### config.mk
export PLATFORM = sky130hd
export DESIGN_NAME = sram_like_bridge_flat
export DESIGN_NICKNAME = d
export VERILOG_FILES = /design/src/rtl/sram_like_bridge_pkg.sv /design/src/rtl/sram_like_bridge_if.sv /design/src/rtl/sram_like_bridge_size_enc.sv /design/src/rtl/sram_like_bridge.sv /design/src/flat_wrapper.sv
export SDC_FILE = /design/constraint.sdc
export NUM_CORES = 1
export LEC_CHECK = 0
export ABC_AREA = 1
export CAP_MARGIN = 10
export CELL_PAD_IN_SITES_DETAIL_PLACEMENT = 1
export CELL_PAD_IN_SITES_GLOBAL_PLACEMENT = 1
export CORE_MARGIN = 1.5
export CORE_UTILIZATION = 40
export DETAILED_ROUTE_END_ITERATION = 7
export DONT_BUFFER_PORTS = 1
export MAX_ROUTING_LAYER = met4
export PLACE_DENSITY = 0.73
export SLEW_MARGIN = 20
export SYNTH_ARGS = -nofsm -noshare
export SYNTH_HDL_FRONTEND = slang
export SYNTH_SLANG_ARGS = --single-unit
### constraint.sdc
create_clock -name clk -period 1.7 [get_ports clk]
set_input_delay 0.34 -clock clk [delete_from_list [all_inputs] [get_ports clk]]
set_output_delay 0.34 -clock clk [all_outputs]
set_load 0.02 [all_outputs]
### src/rtl/sram_like_bridge_pkg.sv
// Shared definitions for the SRAM-like bridge: FSM state encoding and bus size codes.
package sram_like_pkg;

    typedef enum logic [1:0] {
        ST_IDLE = 2'd0,
        ST_ADDR = 2'd1,
        ST_DATA = 2'd2,
        ST_DONE = 2'd3
    } state_t;

    localparam logic [1:0] SZ_1B = 2'd0;
    localparam logic [1:0] SZ_2B = 2'd1;
    localparam logic [1:0] SZ_4B = 2'd2;
    localparam logic [1:0] SZ_8B = 2'd3;

    // Bus size field for a transfer of 2**log2Bytes bytes
    function automatic logic [1:0] sizeCode(input int log2Bytes);
        logic [1:0] s;
        case (log2Bytes)
            0:       s = SZ_1B;
            1:       s = SZ_2B;
            2:       s = SZ_4B;
            default: s = SZ_8B;
        endcase
        return s;
    endfunction

endpackage

### src/rtl/sram_like_bridge_if.sv
// SRAM-like bus between the bridge (master) and the memory-side slave.
interface sram_like_if #(
    parameter int ADDR_W = 32,
    parameter int DATA_W = 32
);
    logic              req;
    logic              wr;
    logic [1:0]        size;
    logic [ADDR_W-1:0] addr;
    logic [DATA_W-1:0] wdata;
    logic              addr_ok;
    logic              data_ok;
    logic [DATA_W-1:0] rdata;

    modport master (
        output req, wr, size, addr, wdata,
        input  addr_ok, data_ok, rdata
    );

    modport slave (
        input  req, wr, size, addr, wdata,
        output addr_ok, data_ok, rdata
    );
endinterface

### src/rtl/sram_like_bridge_size_enc.sv
// Combinational strobe decoder: CPU byte strobes and address become bus size,
// aligned bus address, direction and a legality flag for the strobe pattern.
module sram_like_size_enc
    import sram_like_pkg::*;
#(
    parameter int ADDR_W = 32,
    parameter int DATA_W = 32
) (
    input  logic [DATA_W/8-1:0] i_wen,
    input  logic [ADDR_W-1:0]   i_addr,
    output logic [1:0]          o_size,
    output logic [ADDR_W-1:0]   o_addr,
    output logic                o_wr,
    output logic                o_legal
);
    localparam int NB = DATA_W / 8;
    localparam int LB = $clog2(NB);
    localparam logic [ADDR_W-1:0] LOW_MASK = ADDR_W'(NB - 1);

    logic [LB-1:0] w_firstByte;

    // Strobe group of 2**k bytes starting at byte off
    function automatic logic [NB-1:0] groupMask(input int k, input int off);
        logic [NB-1:0] m;
        m = '0;
        for (int b = 0; b < NB; b++) begin
            if (b >= off && b < off + (1 << k)) m[b] = 1'b1;
        end
        return m;
    endfunction

    // A write is legal only if the strobes equal one naturally aligned group
    always_comb begin
        o_legal     = 1'b0;
        o_wr        = 1'b0;
        o_size      = sizeCode(LB);
        w_firstByte = '0;
        if (i_wen == '0) begin
            o_legal = 1'b1;
        end else begin
            o_wr = 1'b1;
            for (int k = 0; k <= LB; k++) begin
                for (int off = 0; off < NB; off += (1 << k)) begin
                    if (i_wen == groupMask(k, off)) begin
                        o_legal     = 1'b1;
                        o_size      = sizeCode(k);
                        w_firstByte = LB'(off);
                    end
                end
            end
        end
    end

    assign o_addr = (i_addr & ~LOW_MASK) | ADDR_W'(w_firstByte);

endmodule

### src/rtl/sram_like_bridge.sv
// CPU SRAM-style port to SRAM-like req/addr_ok/data_ok bus bridge with byte-strobe writes.
// Define SRAM_LIKE_TIMEOUT_EN to add a watchdog that aborts ADDR/DATA waits after TIMEOUT_CYCLES.
module sram_like_bridge
    import sram_like_pkg::*;
#(
    parameter int ADDR_W         = 32,
    parameter int DATA_W         = 32,
    parameter int TIMEOUT_CYCLES = 255
) (
    input  logic                clk,
    input  logic                resetn,
    input  logic                sram_en,
    input  logic [DATA_W/8-1:0] sram_wen,
    input  logic [ADDR_W-1:0]   sram_addr,
    input  logic [DATA_W-1:0]   sram_wdata,
    output logic [DATA_W-1:0]   sram_rdata,
    output logic                stall,
    output logic                err,
    input  logic                longest_stall,
    sram_like_if.master         bus
);
    if (DATA_W != 32 && DATA_W != 64) begin : g_badDataW
        $error("sram_like_bridge: DATA_W must be 32 or 64");
    end
    if (TIMEOUT_CYCLES < 1) begin : g_badTimeout
        $error("sram_like_bridge: TIMEOUT_CYCLES must be at least 1");
    end

    state_t            r_state, w_nextState;
    logic [1:0]        w_encSize, r_size;
    logic [ADDR_W-1:0] w_encAddr, r_addr;
    logic              w_encWr, w_encLegal, r_wr;
    logic [DATA_W-1:0] r_wdata, r_rdata;
    logic              r_err;
    logic              w_idle, w_start, w_illegal, w_curWr, w_dataAccept, w_timeoutHit;

    sram_like_size_enc #(
        .ADDR_W (ADDR_W),
        .DATA_W (DATA_W)
    ) u_sizeEnc (
        .i_wen   (sram_wen),
        .i_addr  (sram_addr),
        .o_size  (w_encSize),
        .o_addr  (w_encAddr),
        .o_wr    (w_encWr),
        .o_legal (w_encLegal)
    );

    assign w_idle       = (r_state == ST_IDLE);
    assign w_start      = w_idle & sram_en & w_encLegal;
    assign w_illegal    = w_idle & sram_en & ~w_encLegal;
    assign w_curWr      = w_idle ? w_encWr : r_wr;
    assign w_dataAccept = (bus.req & bus.addr_ok & bus.data_ok)
                        | ((r_state == ST_DATA) & bus.data_ok);

`ifdef SRAM_LIKE_TIMEOUT_EN
    localparam int CNT_W = $clog2(TIMEOUT_CYCLES + 1);
    logic [CNT_W-1:0] r_waitCnt;

    always_ff @(posedge clk or negedge resetn) begin
        if (!resetn) begin
            r_waitCnt <= '0;
        end else if (r_state == ST_ADDR || r_state == ST_DATA) begin
            r_waitCnt <= r_waitCnt + 1'b1;
        end else begin
            r_waitCnt <= '0;
        end
    end

    // Handshake progress in the limit cycle wins over the watchdog
    assign w_timeoutHit = (r_waitCnt == CNT_W'(TIMEOUT_CYCLES))
                        & (((r_state == ST_ADDR) & ~bus.addr_ok)
                        |  ((r_state == ST_DATA) & ~bus.data_ok));
`else
    assign w_timeoutHit = 1'b0;
`endif

    always_ff @(posedge clk or negedge resetn) begin
        if (!resetn) r_state <= ST_IDLE;
        else         r_state <= w_nextState;
    end

    always_comb begin
        w_nextState = r_state;
        case (r_state)
            ST_IDLE: begin
                if (w_illegal)                         w_nextState = ST_DONE;
                else if (w_start) begin
                    if (bus.addr_ok && bus.data_ok)    w_nextState = ST_DONE;
                    else if (bus.addr_ok)              w_nextState = ST_DATA;
                    else                               w_nextState = ST_ADDR;
                end
            end
            ST_ADDR: begin
                if (bus.addr_ok && bus.data_ok)        w_nextState = ST_DONE;
                else if (bus.addr_ok)                  w_nextState = ST_DATA;
                else if (w_timeoutHit)                 w_nextState = ST_DONE;
            end
            ST_DATA: begin
                if (bus.data_ok || w_timeoutHit)       w_nextState = ST_DONE;
            end
            ST_DONE: begin
                if (!longest_stall)                    w_nextState = ST_IDLE;
            end
            default:                                   w_nextState = ST_IDLE;
        endcase
    end

    // In IDLE the encoder drives the bus directly; afterwards the latched copy holds it steady
    always_comb begin
        bus.req = resetn & (w_start | (r_state == ST_ADDR));
        stall   = sram_en & (r_state != ST_DONE);
        if (w_idle) begin
            bus.addr  = w_encAddr;
            bus.wr    = w_encWr;
            bus.size  = w_encSize;
            bus.wdata = sram_wdata;
        end else begin
            bus.addr  = r_addr;
            bus.wr    = r_wr;
            bus.size  = r_size;
            bus.wdata = r_wdata;
        end
    end

    always_ff @(posedge clk or negedge resetn) begin
        if (!resetn) begin
            r_addr  <= '0;
            r_wr    <= 1'b0;
            r_size  <= SZ_1B;
            r_wdata <= '0;
        end else if (w_start) begin
            r_addr  <= w_encAddr;
            r_wr    <= w_encWr;
            r_size  <= w_encSize;
            r_wdata <= sram_wdata;
        end
    end

    always_ff @(posedge clk or negedge resetn) begin
        if (!resetn) begin
            r_rdata <= '0;
            r_err   <= 1'b0;
        end else begin
            if (w_dataAccept && !w_curWr) r_rdata <= bus.rdata;
            r_err <= w_illegal | w_timeoutHit;
        end
    end

    assign sram_rdata = r_rdata;
    assign err        = r_err;

endmodule

### src/flat_wrapper.sv
// flat-port wrapper written by rule: the top's interface ports become plain ports
module sram_like_bridge_flat import sram_like_pkg::*;
#(
    parameter int ADDR_W         = 32,
    parameter int DATA_W         = 32,
    parameter int TIMEOUT_CYCLES = 255
)
  (clk, resetn, sram_en, sram_wen, sram_addr, sram_wdata, sram_rdata, stall, err, longest_stall, bus_req, bus_wr, bus_size, bus_addr, bus_wdata, bus_addr_ok, bus_data_ok, bus_rdata);
  sram_like_if #(.ADDR_W(ADDR_W), .DATA_W(DATA_W)) bus_i ();
  input  logic clk;
  input  logic resetn;
  input  logic sram_en;
  input  logic [DATA_W/8-1:0] sram_wen;
  input  logic [ADDR_W-1:0] sram_addr;
  input  logic [DATA_W-1:0] sram_wdata;
  output logic [DATA_W-1:0] sram_rdata;
  output logic stall;
  output logic err;
  input  logic longest_stall;
  output wire logic [$bits(bus_i.req)-1:0] bus_req;
  output wire logic [$bits(bus_i.wr)-1:0] bus_wr;
  output wire logic [$bits(bus_i.size)-1:0] bus_size;
  output wire logic [$bits(bus_i.addr)-1:0] bus_addr;
  output wire logic [$bits(bus_i.wdata)-1:0] bus_wdata;
  input wire logic [$bits(bus_i.addr_ok)-1:0] bus_addr_ok;
  input wire logic [$bits(bus_i.data_ok)-1:0] bus_data_ok;
  input wire logic [$bits(bus_i.rdata)-1:0] bus_rdata;
  assign bus_req = bus_i.req;
  assign bus_wr = bus_i.wr;
  assign bus_size = bus_i.size;
  assign bus_addr = bus_i.addr;
  assign bus_wdata = bus_i.wdata;
  assign bus_i.addr_ok = bus_addr_ok;
  assign bus_i.data_ok = bus_data_ok;
  assign bus_i.rdata = bus_rdata;
  sram_like_bridge #(.ADDR_W(ADDR_W), .DATA_W(DATA_W), .TIMEOUT_CYCLES(TIMEOUT_CYCLES)) u_core (.clk(clk), .resetn(resetn), .sram_en(sram_en), .sram_wen(sram_wen), .sram_addr(sram_addr), .sram_wdata(sram_wdata), .sram_rdata(sram_rdata), .stall(stall), .err(err), .longest_stall(longest_stall), .bus(bus_i));
endmodule
# Yosys cells after proc, flatten, opt, wreduce, memory -nomap -nowiden
# Cells that the tools add are included.
[classes] eq_ne=15 n_mux=38 n_bitwise=12 n_reduce_logical=6
[ops] operator="two-way mux 32 bit" n=2
[ops] operator="two-way mux 2 bit" n=23
[ops] operator="bitwise OR 32 x 2 -> 32 bit" n=1
[ops] operator="== test 4 bit" n=3
[ops] operator="two-way mux 1 bit" n=12
[ops] operator="AND 1 bit" n=8
[ops] operator="== test 4 x 2 -> 1 bit" n=2
[ops] operator="case mux 2 bit (4 select lines)" n=1
[ops] operator="inequality test 2 bit (second input constant)" n=3
[ops] operator="== test 2 bit (second input constant)" n=2
[ops] operator="== test 4 x 1 -> 1 bit" n=1
[ops] operator="== test 4 x 3 -> 1 bit" n=1
[ops] operator="logical NOT 4 bit" n=1
[ops] operator="AND reduction 4 bit" n=1
[ops] operator="inequality test 3 x 2 -> 1 bit (second input constant)" n=1
[ops] operator="inequality test 3 bit (second input constant)" n=1
[ops] operator="== test 2 x 1 -> 1 bit (second input constant)" n=1
[ops] operator="logical AND 1 bit" n=2
[ops] operator="logical NOT 2 bit" n=1
[ops] operator="bitwise OR 1 bit" n=2
[ops] operator="logical NOT 1 bit" n=1
[ops] operator="NOT 1 bit" n=1
[totals] regBits=102 in_bits=106 out_inout_bits=102 wordCells=78

# Longest topological paths before layout
[logic_depth] word_depth=18 ltp_mapped=12 ltp_nobuf=11

# Cells and area by module
# A second synthesis with hierarchy kept.
[hier_totals] cells_unflattened=666 hier_area_um2=5156.2
[modules_own_cells] module="sram_like_bridge" instances=1 cells_each=609 area_each_um2=4822.1 seq_area_each_um2=2552.4
[modules_own_cells] module="sram_like_size_enc" instances=1 cells_each=57 area_each_um2=334.1 seq_area_each_um2=0.0

# Worst setup path before layout
# OpenSTA, ideal clock, no wires.
[synth_timing] kind="register -> output" startpoint="reg u_core.r_state[0]" endpoint="out bus_wdata[22]" arrival_ps=1691 required_time_ps=1360 setup_slack_ps=-331 stages_incl_launch_ff=8 n_path_buf=3 cell_sequence="dfrtp_1 inv_1 ha_1 inv_2 buf_2 buf_2 clkbuf_1 o21ai_0"
[synth_between] elab_chain_len=2
[synth_lines] item="start: declaration" line_no="sram_like_bridge.sv:29" text="state_t r_state, w_nextState;"
[synth_lines] item="start signal: assignment" line_no="sram_like_bridge.sv:80" text="else r_state <= w_nextState;"
[synth_lines] item="logical NOT 2 bit" line_no="sram_like_bridge.sv:49" text="assign w_idle = (r_state == ST_IDLE);"
[synth_lines] item="two-way mux 32 bit" line_no="sram_like_bridge.sv:113" text="if (w_idle) begin"
[synth_lines] item="end: declaration" line_no="flat_wrapper.sv:24" text="output wire logic [$bits(bus_i.wdata)-1:0] bus_wdata;"
# Every way passes these cells.

# Final worst setup path
[layout_timing] startpoint="reg u_core.r_state[1]" endpoint="out bus_addr[12]"
[layout_between] elab_chain_len=2
[layout_lines] item="logical NOT 2 bit" line_no="sram_like_bridge.sv:49"
[layout_lines] item="two-way mux 32 bit" line_no="sram_like_bridge.sv:113"
[layout_lines] item="end: declaration" line_no="flat_wrapper.sv:23" text="output wire logic [$bits(bus_i.addr)-1:0] bus_addr;"
# Every way passes these cells.

==> impl_metrics.tcl <==
set metrics [dict create \
    ys_seq_area_share_pct 52.03 \
    io_pins 208 \
    final-hold-violation-count 102 \
    largest_net_degree_at_the_start_of_global_routing 105 \
    globalRouteOverflowTotal 0 \
    leakage_nw 3.654 \
    post_route_worst_setup_slack_ns -0.2839 \
    regArea_mm2 0.002552 \
    timing.reg2reg.setup_slack_ns -0.16 \
    power.total_w 0.01758 \
    postRouteWirelength_um 18840 \
    dieWidth_um 113.7 \
    grt_setup_unrepaired "yes" \
    critical_path.endpoint "bus_addr[12]" \
    clkSlewWorstSetupHoldPaths_ns 0.07 \
    grt_util_all_layers_pct 24.32 \
    instances_no_fill 856 \
    cts_num_sinks 102 \
    period_share_pct 116.7 \
    yosys_warnings 0 \
    antenna_left 0 \
    wire_per_inst_um 22.01 \
    die_h_um 113.7 \
    fin_worst_skew_ns 0.003928 \
    number_of_nets_in_the_synthesized_netlist 738 \
    worst_slew_pin_slew_ns 0.3749 \
    rows 40 \
    timing.hold.worst.class "primary input to async pin" \
    final_max_slew_viol_count 0 \
    syn2layout_area_growth_pct 50.68 \
    outcome "complete, but fails checks" \
    timing.critical_path.required_ns 1.36 \
    die_area_mm2 0.01294 \
    grt_pass1_vias 4699 \
    critical_path_arrival_ns 1.64 \
    holdWs_ns -0.3174 \
    numPortBuffers 0 \
    worstSetupStartpointType "flip-flop" \
    critPathMaxFanout 24 \
    multi_input_combinational_cell_area_mm2 0.002636 \
    layout-drive-gt1-share_pct 40.06 \
    period_needed_ns 1.984 \
    mappedNetlistArea_mm2 0.004906 \
    max_freq_ghz 0.5041 \
    drt_iter0_markers 224 \
    synth.ff_latch_count 102 \
    h-tree-depth 3 \
    clk-insertion-delay-late_ns 0.35 \
    most_common_cell_after_layout_fill_and_taps_aside "nand2_1" \
    critPathKind "flip-flop to primary output" \
    slew_headroom_pct 74.75 \
    timing.final.setup_violations 146 \
    cts_tree "built" \
    cts_root_buffer "clkbuf_16" \
    layout_common_cells "146 x nand2_1, 102 x dfrtp_1, 76 x inv_1" \
    drc 0 \
    dr_total_vias 4723 \
    post_synth_inst_count 628 \
    critical_path.reg2reg.startpoint "u_core.r_state[1]" \
    antennaDiodeCount 0 \
    maxCapViolCount 0 \
    synthesized_area_per_cell_um2 7.812 \
    synthDistinctLibCells 27 \
    wire_length_of_the_first_global_routing_pass_um 23950 \
    place.detailed.hpwl_um 9043 \
    fin_nets 816 \
    placed_instances 804 \
    pwr_density_cell_mw_per_mm2 2378 \
    cts.path.max_buffers 2 \
    initial_core_util_pct 40.84 \
    peakVddDrop_uv 1292 \
    length_in_cells_of_the_worst_reg_to_reg_path 12 \
    critical_path.reg2reg.endpoint "u_core.r_addr[8]" \
    fillerInstances 1306 \
    drt_pass1_iterations 4 \
    core_mm2 0.01201 \
    viasPerCell 5.518 \
    cts_made_buffers 9 \
    finalWeightedCongestion 0.7734 \
    end_kind "primary output" \
    critical_path.startpoint "u_core.r_state[1]" \
    violated_checks "negative hold slack, negative setup slack" \
    initial_antenna_violation_count 0 \
]
-- how the worst min path moves through the flow --
stage / startpoint / endpoint / slack [ns]
final: resetn / u_core.sram_rdata[5] / -0.32
after CTS: resetn / u_core.r_wdata[22] / -0.33
after global routing: resetn / u_core.r_wdata[24] / -0.33
after global placement: resetn / u_core.r_addr[0] / 0.05
after detailed placement: resetn / u_core.sram_rdata[5] / 0.05
after floorplan: resetn / u_core.err / 0.04
-- worst max-delay path, cell delays in order (launching register included) --
cell and delay, ns:
dfrtp_1 0.40, inv_2 0.09, ha_4 0.20, inv_12 0.09, buf_16 0.18, o21ai_1 0.17
buf_4 0.17
-- registers in the layout, indices dropped and copies added, names as in the netlist --
register	cells
u_core.sram_rdata	32
u_core.r_size	2
u_core.r_wdata	32
u_core.err	1
u_core.r_addr	32
u_core.r_state	2
u_core.r_wr	1
-- logic make-up (layout without fill, tap and decap cells) --
kind of cell / count (synthesis) / after routing / synth area share, %
flops: 102 / 102 / 52.03
simple gates: 259 / 263 / 22.01
fa+ha+maj: 4 / 4 / 1.020
buf+inv: 121 / 198 / 10.30
compound gates: 142 / 142 / 14.64
-- area by class of cell --
type                            count  share of cell area, %
Inverter                           83                  4.502
Clock buffer                       13                  3.656
Tap cell                          147                  2.488
Clock inverter                      1                0.06770
Sequential cell                   102                  34.53
Timing Repair Buffer              101                  19.09
Multi-Input combinational cell    409                  35.66
-- where the power goes --
part	internal, W	total, W	switching, W
combinational	0.00457	0.0106	0.00603
sequential	0.00362	0.00496	0.00134
clock	0.00110	0.00202	0.000920
total	0.00929	0.0176	0.00829
-- cells in the mapped netlist --
| cell | count | area, um^2 |
|---|---|---|
| a31oi_1 | 1 | 6.260 |
| nor2_1 | 4 | 15.01 |
| nor3_1 | 1 | 5.000 |
| buf_6 | 3 | 33.78 |
| buf_2 | 14 | 70.07 |
| dfrtp_1 | 102 | 2552 |
| nor2_4 | 1 | 11.26 |
| o21ai_0 | 136 | 680.7 |
| nand2_1 | 202 | 758.2 |
| nor4_1 | 1 | 6.260 |
| nand2_4 | 2 | 22.52 |
| buf_4 | 3 | 22.52 |
| nand3_2 | 1 | 10.01 |
| o211ai_1 | 1 | 7.510 |
| clkbuf_1 | 18 | 67.56 |
| o21ai_1 | 1 | 5.000 |
| nand2_2 | 10 | 62.56 |
| inv_1 | 80 | 300.3 |
| nor2_2 | 2 | 12.51 |
| ha_1 | 4 | 50.05 |
| nand3_1 | 34 | 170.2 |
| o22ai_1 | 1 | 6.260 |
| a21oi_1 | 1 | 5.000 |
| a21boi_0 | 1 | 7.510 |
| inv_2 | 2 | 7.510 |
| clkinv_1 | 1 | 3.750 |
| nand4_1 | 1 | 6.260 |
-- routing by layer --
metal | track usage [%] | part of all wire (%)
met5 | - | 0
met4 | 8.167 | 2.2
met3 | 6.376 | 6.1
met2 | 42.45 | 55
met1 | 27.03 | 37
-- per-stage QoR --
step / hold WS (ns) / setup slack [ns] / area (um^2) / util (%) / TNS [ns]
after floorplan: 0.04441 / -0.1355 / 4966 / - / -3.981
after global placement: 0.04635 / -0.1058 / 5533 / 46.06 / -3.116
after detailed placement: 0.04648 / -0.2522 / 5533 / 46.06 / -6.900
after CTS: -0.3299 / -0.2399 / 6492 / 54.05 / -14.80
after global routing: -0.3315 / -0.3608 / 7392 / 61.54 / -34.03
final: -0.3174 / -0.2839 / 7392 / 61.54 / -23.71
-- timing repair --
item / 4_1_cts / 5_1_grt
gates resized for setup: 105 / 172
hold endpoints to repair: 102 / 102
cloned: 9 / 18
buffers inserted: 7 / 7
endpoints found under the setup margin: 105 / 154
pin swaps: 10 / 28
(Power assumes the default switching activity.)
==> RTL change, RTL diff (same settings) <==
`ADDR_W` is set to 32 in 4 places; all go to 16.
--- a/src/rtl/sram_like_bridge_if.sv
+++ b/src/rtl/sram_like_bridge_if.sv
@@ -1,5 +1,5 @@
 // SRAM-like bus between the bridge (master) and the memory-side slave.
 interface sram_like_if #(
-    parameter int ADDR_W = 32,
+    parameter int ADDR_W = 16,
     parameter int DATA_W = 32
 );
--- a/src/rtl/sram_like_bridge_size_enc.sv
+++ b/src/rtl/sram_like_bridge_size_enc.sv
@@ -4,5 +4,5 @@
     import sram_like_pkg::*;
 #(
-    parameter int ADDR_W = 32,
+    parameter int ADDR_W = 16,
     parameter int DATA_W = 32
 ) (
--- a/src/rtl/sram_like_bridge.sv
+++ b/src/rtl/sram_like_bridge.sv
@@ -4,5 +4,5 @@
     import sram_like_pkg::*;
 #(
-    parameter int ADDR_W         = 32,
+    parameter int ADDR_W         = 16,
     parameter int DATA_W         = 32,
     parameter int TIMEOUT_CYCLES = 255
--- a/src/flat_wrapper.sv
+++ b/src/flat_wrapper.sv
@@ -2,5 +2,5 @@
 module sram_like_bridge_flat import sram_like_pkg::*;
 #(
-    parameter int ADDR_W         = 32,
+    parameter int ADDR_W         = 16,
     parameter int DATA_W         = 32,
     parameter int TIMEOUT_CYCLES = 255
Ports: changed (resized bus_addr and sram_addr); port bits go from 208 to 176. The function was not compared with the original's and may differ.
==> RTL change against the original RTL <==
- the run still ends with hold timing, setup timing left
- fmax is 3.6% higher
- total power down 25%
- via count is 21% lower
- wire length down 33%
- sequential cell count decreased by 16
- worst setup slack improved by 68 ps
- final area is 22% lower
- area after synthesis down 16%
==> RTL change: results (changes against the original RTL) <==
drt:
  wl_met3_um: 625  # -45%
  wl_met2_um: 6550  # -36%
  via_count: 3735  # -21%
  post_drt_wl_per_cell_um: 17.8  # -19%
  wl_met1_um: 5370  # -23%
  drt_iter0_markers: 138  # -38%
  routed_via_density: 5.24  # -5.1%
synthesis:
  synth-seq-cells: 86  # -16%
  ys_seq_area_share_pct: 52.4  # +0.35 points
  syn_nets: 618  # -16%
  synthCells: 524  # -17%
  synth.area.top_cells: "dfrtp_1 52%, nand2_1 16%, o21ai_0 13%"
timing:
  layout_setup_ws_ps: -216  # +68.1 ps
  whs_ps: -334  # -16.8 ps
  maxSlewHeadroom_pct: 76.1  # +1.4 points
  fin_setup_tns_ps: -11580  # +12130 ps
  hold_viol_final: 86  # -16%
  skew_ps: 13.4  # +9.47 ps
  setup_viol: 85  # -42%
placed_design:
  gp_congestion: 0.787  # +1.8%
  dp_slack_ps: -82.9  # +169 ps
  hpwl_um: 7000  # -23%
  placed_area_um2: 4590  # -17%
grt:
  grt_pass1_wl_um: 19700  # -18%
  grt_pass1_vias: 3906  # -17%
  use_met1_pct: 28.4  # +1.4 points
  grt_use_met2_pct: 39.1  # -3.4 points
worst_setup_path:
  crit_arrival_ps: 1580  # -60 ps
  reg2reg_slack_ps: -140  # +20 ps
  reg2reg_depth: 13  # +1
  endpoint: "bus_wdata[6]"
  cp_max_fo: 18  # -25%
power_and_ir_drop:
  cellLeakagePower_nw: 2.87  # -21%
  irDropWorstVdd_uv: 1070  # -17%
  p_clk_mw: 1.61  # -20%
clocking:
  clk_pin_slew_ps: 90  # +20 ps
  post_cts_resized: 84  # -20%
  cts_root_buffer: "clkbuf_8"
finish:
  nFillCells: 1149  # -12%
  drive_gt1_share_pct: 28.4  # -12 points
  nets: 669  # -18%
outcome:
  status: "finished, violations left"
  failed_checks: "hold timing, setup timing"
[RTL change: cell count changes in the layout (fill, tap and decap cells not counted), sizes merged]
cell	before	now
nand2	218	185
bufbuf	0	2
o21ai	137	105
clkinvlp	1	3
clkbuf	24	15
buf	90	61
dfrtp	102	86
bufinv	0	2
inv	81	65
[RTL change: layout make-up]
| type | instances | area (um2) | area share (%) |
|---|---|---|---|
| Sequential cell | 86 | 2150 | 37.5 |
| Timing Repair Buffer | 67 | 918 | 16.0 |
| Clock buffer | 11 | 131 | 2.29 |
| Clock inverter | 5 | 83.8 | 1.46 |
| Inverter | 67 | 265 | 4.62 |
| Tap cell | 133 | 166 | 2.90 |
| Multi-Input combinational cell | 344 | 2020 | 35.2 |
[RTL change: cell families after synthesis]
family	synth area share (%)
AOI/OAI and AO/OA	13.6
DFF	52.4
buffers and inverters	9.96
and+or+nand+nor	22.9
adders and majority gates	1.22
